[config.mk]
export PLATFORM = sky130hd
export DESIGN_NAME = mm_bridge
export DESIGN_NICKNAME = d
export VERILOG_FILES = /design/src/rtl/mm_bridge.sv
export SDC_FILE = /design/constraint.sdc
export NUM_CORES = 1
export LEC_CHECK = 0
export CORE_AREA = 2 2 276 278
export DETAILED_ROUTE_END_ITERATION = 6
export DIE_AREA = 0 0 278 280
export SETUP_SLACK_MARGIN = 0.2
export SYNTH_ARGS = -nofsm -noshare
export SYNTH_HDL_FRONTEND = slang
export SYNTH_SLANG_ARGS = --single-unit
[constraint.sdc]
create_clock -name clk -period 39 [get_ports clk]
set_clock_uncertainty 0.15 [all_clocks]
set_input_delay 7.8 -clock clk [delete_from_list [all_inputs] [get_ports clk]]
set_output_delay 7.8 -clock clk [all_outputs]
set_load 0.005 [all_outputs]
[src/rtl/mm_bridge.sv]
// Main-memory bridge: turns 256b line read/write commands from the L1 cache
// into four in-order 64b beats on a pipelined memory bus and reassembles fills.
module mm_bridge #(
    parameter int LINE_BITS = 256,
    parameter int BEAT_BITS = 64
) (
    input  logic                 clk,
    input  logic                 reset,
    input  logic [31:0]          mm_a,
    input  logic                 mm_read_d,
    input  logic                 mm_write_d,
    input  logic [LINE_BITS-1:0] mm_writedata,
    output logic [LINE_BITS-1:0] mm_readdata,
    output logic                 mm_readdata_valid,
    output logic                 mm_ready,
    output logic [31:0]          bus_a,
    output logic                 bus_read,
    output logic                 bus_write,
    output logic [BEAT_BITS-1:0] bus_wd,
    input  logic                 bus_wait,
    input  logic [BEAT_BITS-1:0] bus_rd,
    input  logic                 bus_rd_valid
);

    typedef enum logic [1:0] {IDLE, WR, RD, RESP} state_t;

    state_t               state;
    logic [2:0]           ic;
    logic [1:0]           rc;
    logic [26:0]          line_a;
    logic [LINE_BITS-1:0] wline;
    logic [2:0]           ic_inc;
    logic                 issue_ok;
    logic                 unused_ok;

    always_comb begin
        ic_inc    = ic + 3'd1;
        issue_ok  = (bus_read | bus_write) & ~bus_wait;
        unused_ok = &{1'b0, mm_a[4:0]};
    end

    always_ff @(posedge clk or posedge reset) begin
        if (reset) begin
            state             <= IDLE;
            ic                <= '0;
            rc                <= '0;
            line_a            <= '0;
            wline             <= '0;
            mm_readdata       <= '0;
            mm_readdata_valid <= 1'b0;
            mm_ready          <= 1'b0;
            bus_a             <= '0;
            bus_read          <= 1'b0;
            bus_write         <= 1'b0;
            bus_wd            <= '0;
        end else begin
            mm_readdata_valid <= 1'b0;
            case (state)
                IDLE: begin
                    mm_ready <= 1'b1;
                    ic       <= '0;
                    rc       <= '0;
                    if (mm_ready && (mm_read_d || mm_write_d)) begin
                        mm_ready <= 1'b0;
                        line_a   <= mm_a[31:5];
                        bus_a    <= {mm_a[31:5], 5'b00000};
                        // A simultaneous read is dropped; the cache re-presents it.
                        if (mm_write_d) begin
                            wline     <= mm_writedata;
                            bus_wd    <= mm_writedata[63:0];
                            bus_write <= 1'b1;
                            state     <= WR;
                        end else begin
                            bus_read <= 1'b1;
                            state    <= RD;
                        end
                    end
                end
                WR: begin
                    if (issue_ok) begin
                        ic <= ic_inc;
                        if (ic == 3'd3) begin
                            bus_write <= 1'b0;
                            mm_ready  <= 1'b1;
                            state     <= IDLE;
                        end else begin
                            bus_a  <= {line_a, ic_inc[1:0], 3'b000};
                            bus_wd <= wline[{ic_inc[1:0], 6'b000000} +: 64];
                        end
                    end
                end
                RD: begin
                    if (issue_ok) begin
                        ic <= ic_inc;
                        if (ic == 3'd3) bus_read <= 1'b0;
                        else            bus_a    <= {line_a, ic_inc[1:0], 3'b000};
                    end
                    // Returns may coincide with issue acceptance; they only need rc.
                    if (bus_rd_valid) begin
                        mm_readdata[{rc, 6'b000000} +: 64] <= bus_rd;
                        rc <= rc + 2'd1;
                        if (rc == 2'd3) begin
                            mm_readdata_valid <= 1'b1;
                            state             <= RESP;
                        end
                    end
                end
                RESP: begin
                    mm_ready <= 1'b1;
                    state    <= IDLE;
                end
                default: state <= IDLE;
            endcase
        end
    end

endmodule
Word-level counts from Yosys, hierarchy flattened
Index checks and enable logic that the tools add are counted.
{"block": "totals", "wordCells": 93, "input_bits": 358, "output_inout_bits": 356, "ff_bits": 646}
{"block": "classes", "n_addsub": 3, "reduce_logical": 19, "n_bitwise": 3, "shifts": 3, "mux": 36, "eq_ne": 17}
{"op": "256-bit bitwise mux", "n": 1}
{"op": "64-bit two-way mux", "n": 4}
{"op": "64-bit by 10-bit variable shift with 256-bit output, first input constant", "n": 1}
{"op": "256-bit by 9-bit indexed part select with 64-bit output", "n": 1}
{"op": "64-bit by 10-bit indexed part select with 256-bit output", "n": 1}
{"op": "64-bit case mux with 2 select lines", "n": 1}
{"op": "32-bit two-way mux", "n": 3}
{"op": "32-bit case mux with 2 select lines", "n": 1}
{"op": "2-bit inequality test, second input constant", "n": 11}
{"op": "5-bit AND reduction", "n": 4}
{"op": "2-bit two-way mux", "n": 7}
{"op": "1-bit two-way mux", "n": 12}
{"op": "8-bit negator with 10-bit output", "n": 1}
{"op": "2-bit case mux with 4 select lines", "n": 1}
{"op": "2-bit AND reduction", "n": 4}
{"op": "2-bit equality test, second input constant", "n": 3}
{"op": "3-bit case mux with 2 select lines", "n": 1}
{"op": "3-bit AND reduction", "n": 2}
{"op": "2-bit nonzero test", "n": 3}
{"op": "1-bit case mux with 2 select lines", "n": 2}
{"op": "2-bit case mux with 2 select lines", "n": 1}
{"op": "4-bit AND reduction", "n": 1}
{"op": "3-bit by 1-bit adder with 3-bit output, second input constant", "n": 1}
{"op": "3-bit by 2-bit equality test with 1-bit output, second input constant", "n": 1}
{"op": "other kinds (13)", "n": 13}

Depth between registers and ports, before layout
Gate-level depths: netlist (run 1).
{"block": "logic_depth", "word_depth": 5, "mapped_depth": 9, "depth_no_buf": 6}

Least setup slack after synthesis (run 1)
OpenSTA, ideal clock, no wires.
{"block": "synth_path", "path_kind": "input to register", "startpoint": "in bus_wait", "endpoint": "reg bus_wd[0]", "path_stages": 6, "setup_time_ns": 0.125, "arrival_ns": 8.979, "path_slack_ns": 29.746, "path_buffers": 2, "required_time_ns": 38.725, "path_cell_list": "o21bai_4 > o21ai_0 > o211a_1 > buf_2 > buf_6 > mux2_2"}
{"block": "synth_via", "elab_chain_len": 4}
{"item": "from (decl)", "line": "20", "rtl": "input logic bus_wait,"}
{"item": "1-bit inverter", "line": "38", "rtl": "issue_ok = (bus_read | bus_write) & ~bus_wait;"}
{"item": "1-bit AND", "line": "38"}
{"item": "2-bit inequality test (no source line)"}
{"item": "5-bit AND reduction (no source line)"}
{"item": "to (signal assigned)", "line": "70", "rtl": "bus_wd <= mm_writedata[63:0];"}
{"item": "to (signal assigned)", "line": "88", "rtl": "bus_wd <= wline[{ic_inc[1:0], 6'b000000} +: 64];"}
{"item": "to (decl)", "line": "19", "rtl": "output logic [BEAT_BITS-1:0] bus_wd,"}
No other way between the ends.
A chain may end at the register's enable or synchronous reset.

==> impl_summary.txt, run 1 <==
----------------------------------------------------
[Status]
  Status ... completed

[Global route]
  Number of global-route vias before repair ... about 20,000
  Global-route wire length before repair ... around 130,000 um
  Global routing usage summed across all routing layers ... 0.221
  Remaining Overflow, GRT ... 0
  Number of antenna violations at the first check in global routing ... 20
  Maximum number of pins on one net before global-route repair ... 95

[Setup path]
  Type of origin of the critical path ... input pin
  Cell family contributing the most delay on the critical path ... buffers and inverters
  Data arrival at the endpoint of the critical path ... about 13,000 ps
  Worst setup path startpoint ... reset
  Required time of the worst setup path ... a little under 40,000 ps
  Start of the worst register-to-register path ... state[0]$_DFFE_PP0P_
  Most frequent CP cell ... buf_4
  Critical Path Slowest Stage Cell ... buf_4
  Sequence of cells on the critical path ... clkdlybuf4s50_1 -> inv_8 -> buf_4 -> buf_4 -> buf_4 -> buf_4 -> buf_4
  Category of the critical setup timing path ... in2async
  Critical Path Max Stage Delay ... roughly 880 ps
  Number of logic stages on the critical path including buffering ... 7
  Worst-case reg-to-reg path depth ... 6
  Buf/Inv on CP ... 7
  Type of destination of the critical path ... asynchronous set/reset pin
  Largest fanout on the critical path ... 94

[Clock tree]
  Clk Tree Root Cell ... clkbuf_16
  Number of gates given a new drive strength after cts ... 0
  H-tree depth ... 3
  Clock tree from TritonCTS ... yes
  Clock sink count ... between 600 and 700
  CTS clock-pin slew for the worst setup and hold paths ... approximately 50 ps
  Post CTS Setup Buffer Count ... 0
  Clock buffers created by TritonCTS ... 74
  Clock Latency Late Sink ... roughly 600 ps
  Maximum count of clock buffers along a single path ... 3
  Post-cts hold buffer count ... 0

[Synth]
  Number of synthesized register bits ... 643
  Dominant register cell in the synthesized netlist ... dfrtp_1
  Sequential area share after synthesis ... 0.608
  Proportion of netlist area held by the largest area contributor ... 0.608
  Dominant cells by area after synthesis ... dfrtp_1 (61%), mux2_2 (15%), a22o_1 (8.5%)
  Cell taking the most area after synthesis ... dfrtp_1
  Share of flip-flops with an asynchronous set or reset after synthesis ... 1.00
  Post-synth EDFFs ... 0
  Unique cell type count in the Yosys netlist ... 39
  Post-Syn Area per Cell ... 14.5 sq um
  Synthesized cell area ... about 26,000 sq um
  Most repeated cell in the gate-level netlist after synthesis ... dfrtp_1
  Total number of yosys warnings ... 0
  Most frequent cells after synthesis ... dfrtp_1 (643), mux2_2 (347), a22o_1 (256)
  Cells after synthesis ... approximately 1,800

[STA]
  # setup viols final ... 0
  Number of hold-slack violations in the final timing report ... 0
  Highest Clock Rate ... between 80 and 90 MHz
  Worst Tran Pin Value ... about 1200 ps
  Max-slew violations ... 0
  Final critical-path required period ... 12,410 ps
  Hold slack final ... between 300 and 400 ps
  Slack of the critical path ... between 20,000 and 30,000 ps
  Total negative setup slack ... 0 ps
  Final period utilization ... 0.318
  Setup repair after global routing missed its margin ... false
  Slew margin rel. ... 0.206

[Finish]
  # nets final ... around 2,900
  Non-filler cells in the finished layout ... 3,536
  Post-Layout Inst Area ... about 37,000 sq um
  Area overhead of the layout relative to synthesis ... 38.7%
  Fraction of final layout cells sized beyond drive strength 1 ... 0.198

[Die]
  Initial core utilization ... 0.352
  Die X ... approximately 280 um
  Area of the core ... 75,200 sq um
  IO Pins ... 714
  Chip Height ... approximately 280 um
  Total number of placement rows ... 101
  Die area ... between 70,000 and 80,000 sq um

[Place]
  Number of cells after detailed placement ... about 3,400
  Worst-case setup slack after placement ... roughly 26,000 ps
  Estimated wirelength of the detail-placed design ... just under 60,000 um
  RD Place Congestion ... 0.846
  Total placed instance area ... around 34,000 sq um
  Number of buffers inserted by port buffering ... 705

[Route]
  Post-route ant nets ... 0
  Routed length per instance ... between 20 and 25 um
  Overall via count from detail_route ... about 19,000
  Initial detailed-routing violation count ... about 950
  Drt first pass iters ... 5
  Number of vias per cell ... between 5 and 6
  Drt drc ... 0
  Routed WL ... ~90,000 um

[Worst hold path]
  Count of cells along the worst hold path ... 1
  Hold Startpoint ... wline[196]$_DFFE_PP0P_
  Worst min-delay path category ... reg2reg

[Pwr]
  Total leakage power ... roughly 16 nW
  Power per cell area ... between 70 and 80 nW/um^2
  Peak supply drop ... 48.3 uV

[Flow run]
  Count of max-cap constraint violations ... 0

----------------------------------------------------
-- sequential cells by signal, indices dropped and copies added, names as in the netlist --
register and count:
ic 3, wline 256, bus_write 1, bus_wd 64
bus_a 29, mm_readdata 256, mm_readdata_valid 1, state 2
mm_ready 1, line_a 27, rc 2, bus_read 1
-- worst reg2reg max path: cells and delay by family, from the launching register on --
| family | cells | cell delay [ps] |
|---|---|---|
| adder cells (fa/ha/maj) | 1 | 400 |
| AND/OR/NAND/NOR | 1 | 560 |
| multiplexers | 1 | 450 |
| flip-flops | 1 | 440 |
| buffers and inverters | 3 | 2060 |
-- per-stage QoR --
| stage | util | total power (W) |
|---|---|---|
| after floorplan | - | 0.00166 |
| after global placement | 0.457 | 0.00203 |
| after detailed placement | 0.457 | 0.00207 |
| after CTS | 0.488 | 0.00276 |
| after global routing | 0.488 | 0.00288 |
| final | 0.488 | 0.00273 |
-- cells by family after synthesis --
| logic type | count (synthesis) | synth area share |
|---|---|---|
| muxes | 507 | 0.208 |
| other | 1 | 0.000142 |
| AOI/OAI and AO/OA | 400 | 0.123 |
| DFF | 643 | 0.608 |
| and+or+nand+nor | 101 | 0.0233 |
| buffers and inverters | 155 | 0.0305 |
| adders and majority gates | 15 | 0.00709 |
-- path summary, 6_finish.rpt --
kind | slack (ps) | end
min in group asynchronous | 7480 | mm_readdata[127]$_DFFE_PP0P_
hold reg to reg | 350 | wline[196]$_DFFE_PP0P_
max in group clk | 27960 | wline[60]$_DFFE_PP0P_
setup reg to reg | 34820 | wline[60]$_DFFE_PP0P_
setup / recovery | 26590 | wline[128]$_DFFE_PP0P_
hold / removal | 350 | wline[196]$_DFFE_PP0P_
-- per-layer routing --
layer / track usage / vias to the layer above / part of all wire
met1: 0.275 / 9628 / 0.40
met2: 0.360 / 649 / 0.49
met5: 0 / - / 0.00099
met4: 0.0808 / 14 / 0.030
met3: 0.0710 / 152 / 0.081
li1: - / 8134 / -
-- layout by cell type, fill, tap and decap left out, types with 19 or more instances in the layout --
master / n
clkdlybuf4s50_1: 705
dfrtp_1: 642
mux2_2: 347
a22o_1: 256
mux2i_1: 160
clkbuf_16: 75
nand2b_1: 67
o221ai_1: 64
a21oi_1: 60
buf_4: 31
clkbuf_1: 22
clkbuf_8: 19
-- report_power, final --
group / internal [W] / switching [W]
clock: 0.000398 / 0.000280
combinational: 0.000559 / 0.000444
sequential: 0.000913 / 0.000134
total: 0.00187 / 0.000858
-- cell type report --
cell class	count	area [sq um]
fillers	6516	38500
clock buffers	116	2220
multi-input cells	1026	9680
flip-flops and latches	643	16100
repair buffers	736	7290
well taps	978	1220
diodes	13	32.5
clock inverters	12	130
inverters	12	52.6
No activity file was read; power rests on OpenSTA's default activity.
==> run 2: changes to the inputs <==
--- a/config.mk
+++ b/config.mk
@@ -5,9 +5,9 @@
 export SDC_FILE = /design/constraint.sdc
 export NUM_CORES = 1
 export LEC_CHECK = 0
-export CORE_AREA = 2 2 276 278
+export CORE_AREA = 2 2 280 282
 export DETAILED_ROUTE_END_ITERATION = 6
-export DIE_AREA = 0 0 278 280
+export DIE_AREA = 0 0 282 284
 export SETUP_SLACK_MARGIN = 0.2
 export SYNTH_ARGS = -nofsm -noshare
 export SYNTH_HDL_FRONTEND = slang
==> constraint.sdc (replaced) <==
create_clock -name clk -period 10.1 [get_ports clk]
set_clock_uncertainty 0.15 [all_clocks]
set_input_delay 2.02 -clock clk [delete_from_list [all_inputs] [get_ports clk]]
set_output_delay 2.02 -clock clk [all_outputs]
set_load 0.005 [all_outputs]
==> run 2 against run 1 <==
Against the previous run:
- non-clock buffer count shrank 3
- core utilization shrank 0.86 points
- critical path depth shrank 1
- global-route usage shrank 0.67 points
- hold slack gained 2.4 ps
- largest power group unchanged
==> impl_summary.txt, run 2 (synthesized netlist as in run 1, its figures left out) <==
----------------------------------------------------
[Status]
  Status ... completed

[Setup path]
  Buf/Inv on CP ... 3 (-4)
  Largest fanout on the critical path ... 65 (-31%)
  Critical Path Max Stage Delay ... 730 ps (-150 ps)
  Most frequent CP cell ... buf_4
  Reg-to-reg setup timing slack ... 6480 ps (-28,340 ps)
  Worst-case reg-to-reg path depth ... 8 (+2)
  Cell family contributing the most delay on the critical path ... buffers and inverters
  Type of destination of the critical path ... flop
  Sequence of cells on the critical path ... clkdlybuf4s50_1 -> nand3_2 -> buf_4 -> nor4_4 -> buf_4 -> a22o_1
  Reg-to-reg critical path endpoint ... bus_wd[59]$_DFFE_PP0P_
  Type of origin of the critical path ... input pin
  Required time of the worst setup path ... 10,490 ps (-29,020 ps)
  Category of the critical setup timing path ... in2reg
  Data arrival at the endpoint of the critical path ... 4940 ps (-7980 ps)
  Critical Path Slowest Stage Cell ... buf_4
  Start of the worst register-to-register path ... state[1]$_DFFE_PP0P_

[Route]
  Overall via count from detail_route ... 18,600 (+0.043%)
  Number of vias per cell ... 5.16 (-1.8%)
  Drt first pass iters ... 5 (unchanged)
  Post-route ant nets ... 0 (unchanged)
  Drt drc ... 0 (unchanged)
  Routed length per instance ... 24.3 um (-2.0%)
  Routed WL ... 87,500 um (-0.13%)
  Initial detailed-routing violation count ... 1,044 (+10%)

[Pwr]
  Total leakage power ... 15.8 nW (+0.34%)
  Peak supply drop ... 158 uV (+230%)
  Power per cell area ... 287 nW/um^2 (+290%)

[Worst hold path]
  Hold Startpoint ... wline[69]$_DFFE_PP0P_
  Worst hold path endpoint ... wline[69]$_DFFE_PP0P_
  Worst min-delay path category ... reg2reg
  Count of cells along the worst hold path ... 1 (unchanged)

[Flow run]
  Count of max-cap constraint violations ... 0 (unchanged)

[Die]
  Die X ... 282 um (+1.4%)
  Chip Height ... 284 um (+1.4%)
  Area of the core ... 77,000 sq um (+2.3%)
  Total number of placement rows ... 102 (+0.99%)
  IO Pins ... 714 (unchanged)
  Die area ... 80,100 sq um (+2.9%)
  Initial core utilization ... 0.344 (-0.00808)

[STA]
  Slack of the critical path ... 5550 ps (-21,040 ps)
  Worst Tran Pin Value ... 1180 ps (-6.72 ps)
  Number of hold-slack violations in the final timing report ... 0 (unchanged)
  Final critical-path required period ... 4550 ps
  Setup repair after global routing missed its margin ... false
  Highest Clock Rate ... 220 MHz
  Max-slew violations ... 0 (unchanged)
  # setup viols final ... 0 (unchanged)
  Final period utilization ... 0.450
  Slew margin rel. ... 0.211 (+0.00448)

[Global route]
  Met3 usage ... 0.0815 (+0.0105)
  Remaining Overflow, GRT ... 0 (unchanged)
  Maximum number of pins on one net before global-route repair ... 164 (+73%)
  Number of global-route vias before repair ... 20,000 (+0.64%)
  Global-route wire length before repair ... 130,000 um (-0.69%)
  Met2 layer usage reported by global route ... 0.356 (-0.00429)
  Global-route layer with the greatest usage ... met2
  Met1 routing resource usage after global routing ... 0.249 (-0.0258)
  Number of antenna violations at the first check in global routing ... 28 (+40%)
  Global routing usage summed across all routing layers ... 0.214 (-0.00666)

[Clock tree]
  Post CTS Setup Buffer Count ... 0 (unchanged)
  H-tree depth ... 3 (unchanged)
  Number of gates given a new drive strength after cts ... 0 (unchanged)
  Clock Latency Late Sink ... 600 ps (about the same)
  Clock buffers created by TritonCTS ... 74 (unchanged)
  Clock sink count ... 643 (unchanged)
  Clock tree from TritonCTS ... yes
  Post-cts hold buffer count ... 0 (unchanged)
  Clk Tree Root Cell ... clkbuf_16
  CTS clock-pin slew for the worst setup and hold paths ... 60 ps (about the same)
  Maximum count of clock buffers along a single path ... 3 (unchanged)

[Finish]
  Most common library cell in the layout ignoring fill and taps ... clkdlybuf4s50_1
  Fraction of final layout cells sized beyond drive strength 1 ... 0.199 (+0.00110)
  Storage cell area ... 16,100 sq um (unchanged)
  Fillers ... 6,766 (+3.8%)
  Largest registers ranked by flip-flop count ... mm_readdata x256, wline x256, bus_wd x64
  Area overhead of the layout relative to synthesis ... 39.5%
  # nets final ... 2,863 (-0.10%)
  Area of the multi-input gates ... 9670 sq um (-0.17%)
  Post-Layout Inst Area ... 36,900 sq um (+0.56%)
  Most frequent cells in the layout ... clkdlybuf4s50_1 (705), dfrtp_1 (642), mux2_2 (347)

[Place]
  Worst-case setup slack after placement ... 4940 ps (-20,670 ps)
  RD Place Congestion ... 0.841 (-0.53%)
  Estimated wirelength of the detail-placed design ... 58,800 um (+0.41%)
  Number of buffers inserted by port buffering ... 705 (unchanged)
  Total placed instance area ... 34,400 sq um (+0.25%)

----------------------------------------------------
## run 2: cell count changes in the layout (fill, tap and decap cells not counted), moves of 2 or more
cell       delta
clkbuf_1      -2
clkinv_2      +5
buf_12        +4
nand3_4       -2
diode_2       +5
clkbuf_16     +2
clkbuf_8      -4
buf_4         -7
bufinv_16     +3
clkinv_8      +2
nand3_2       +2
## run 2: area by class of cell
class,count,area share
multi-input cells,1026,0.262
inverters,12,0.00132
repair buffers,733,0.198
clock buffers,112,0.0598
clock inverters,20,0.00674
diodes,18,0.00122
flip-flops and latches,643,0.436
well taps,1040,0.0352
## run 2: power breakdown
part,internal (W),switching [W],total [W]
sequential,0.00352,0.000544,0.00407
clock,0.00161,0.00108,0.00269
combinational,0.00215,0.00168,0.00383
total,0.00729,0.00330,0.0106
## run 2: worst reg2reg max path: stages (launching register included)
cell and delay (ps):
dfrtp_1 410, inv_1 150, ha_2 190, buf_4 650
nor2_1 120, a21oi_1 180, o211a_4 520, buf_4 670
mux2_2 480
## run 2: how the worst max path moves through the flow
stage,from,end,cells past startpoint
after floorplan,reset,bus_a[10]$_DFFE_PP0P_,1
after global placement,bus_rd_valid,mm_readdata[161]$_DFFE_PP0P_,6
after detailed placement,bus_rd_valid,mm_readdata[164]$_DFFE_PP0P_,6
after CTS,bus_rd_valid,mm_readdata[151]$_DFFE_PP0P_,6
after global routing,bus_rd_valid,mm_readdata[170]$_DFFE_PP0P_,6
final,bus_rd_valid,mm_readdata[167]$_DFFE_PP0P_,6
## run 2: metal layers
metal,vias up,wire length (um)
met5,-,158
met1,9578,33200
met2,671,42600
met4,22,3050
met3,164,8490
li1,8150,-
## run 2: metrics by stage
step | util | instances | hold slack, ps | setup TNS, ps | power (W)
after detailed placement | 0.447 | 3454 | 341 | 0 | 0.00800
after CTS | 0.479 | 3586 | 355 | 0 | 0.0107
after floorplan | - | 1824 | 319 | -549570 | 0.00641
after global routing | 0.480 | 3597 | 364 | 0 | 0.0112
final | 0.480 | 3604 | 352 | 0 | 0.0106
after global placement | 0.447 | 3454 | 336 | 0 | 0.00785
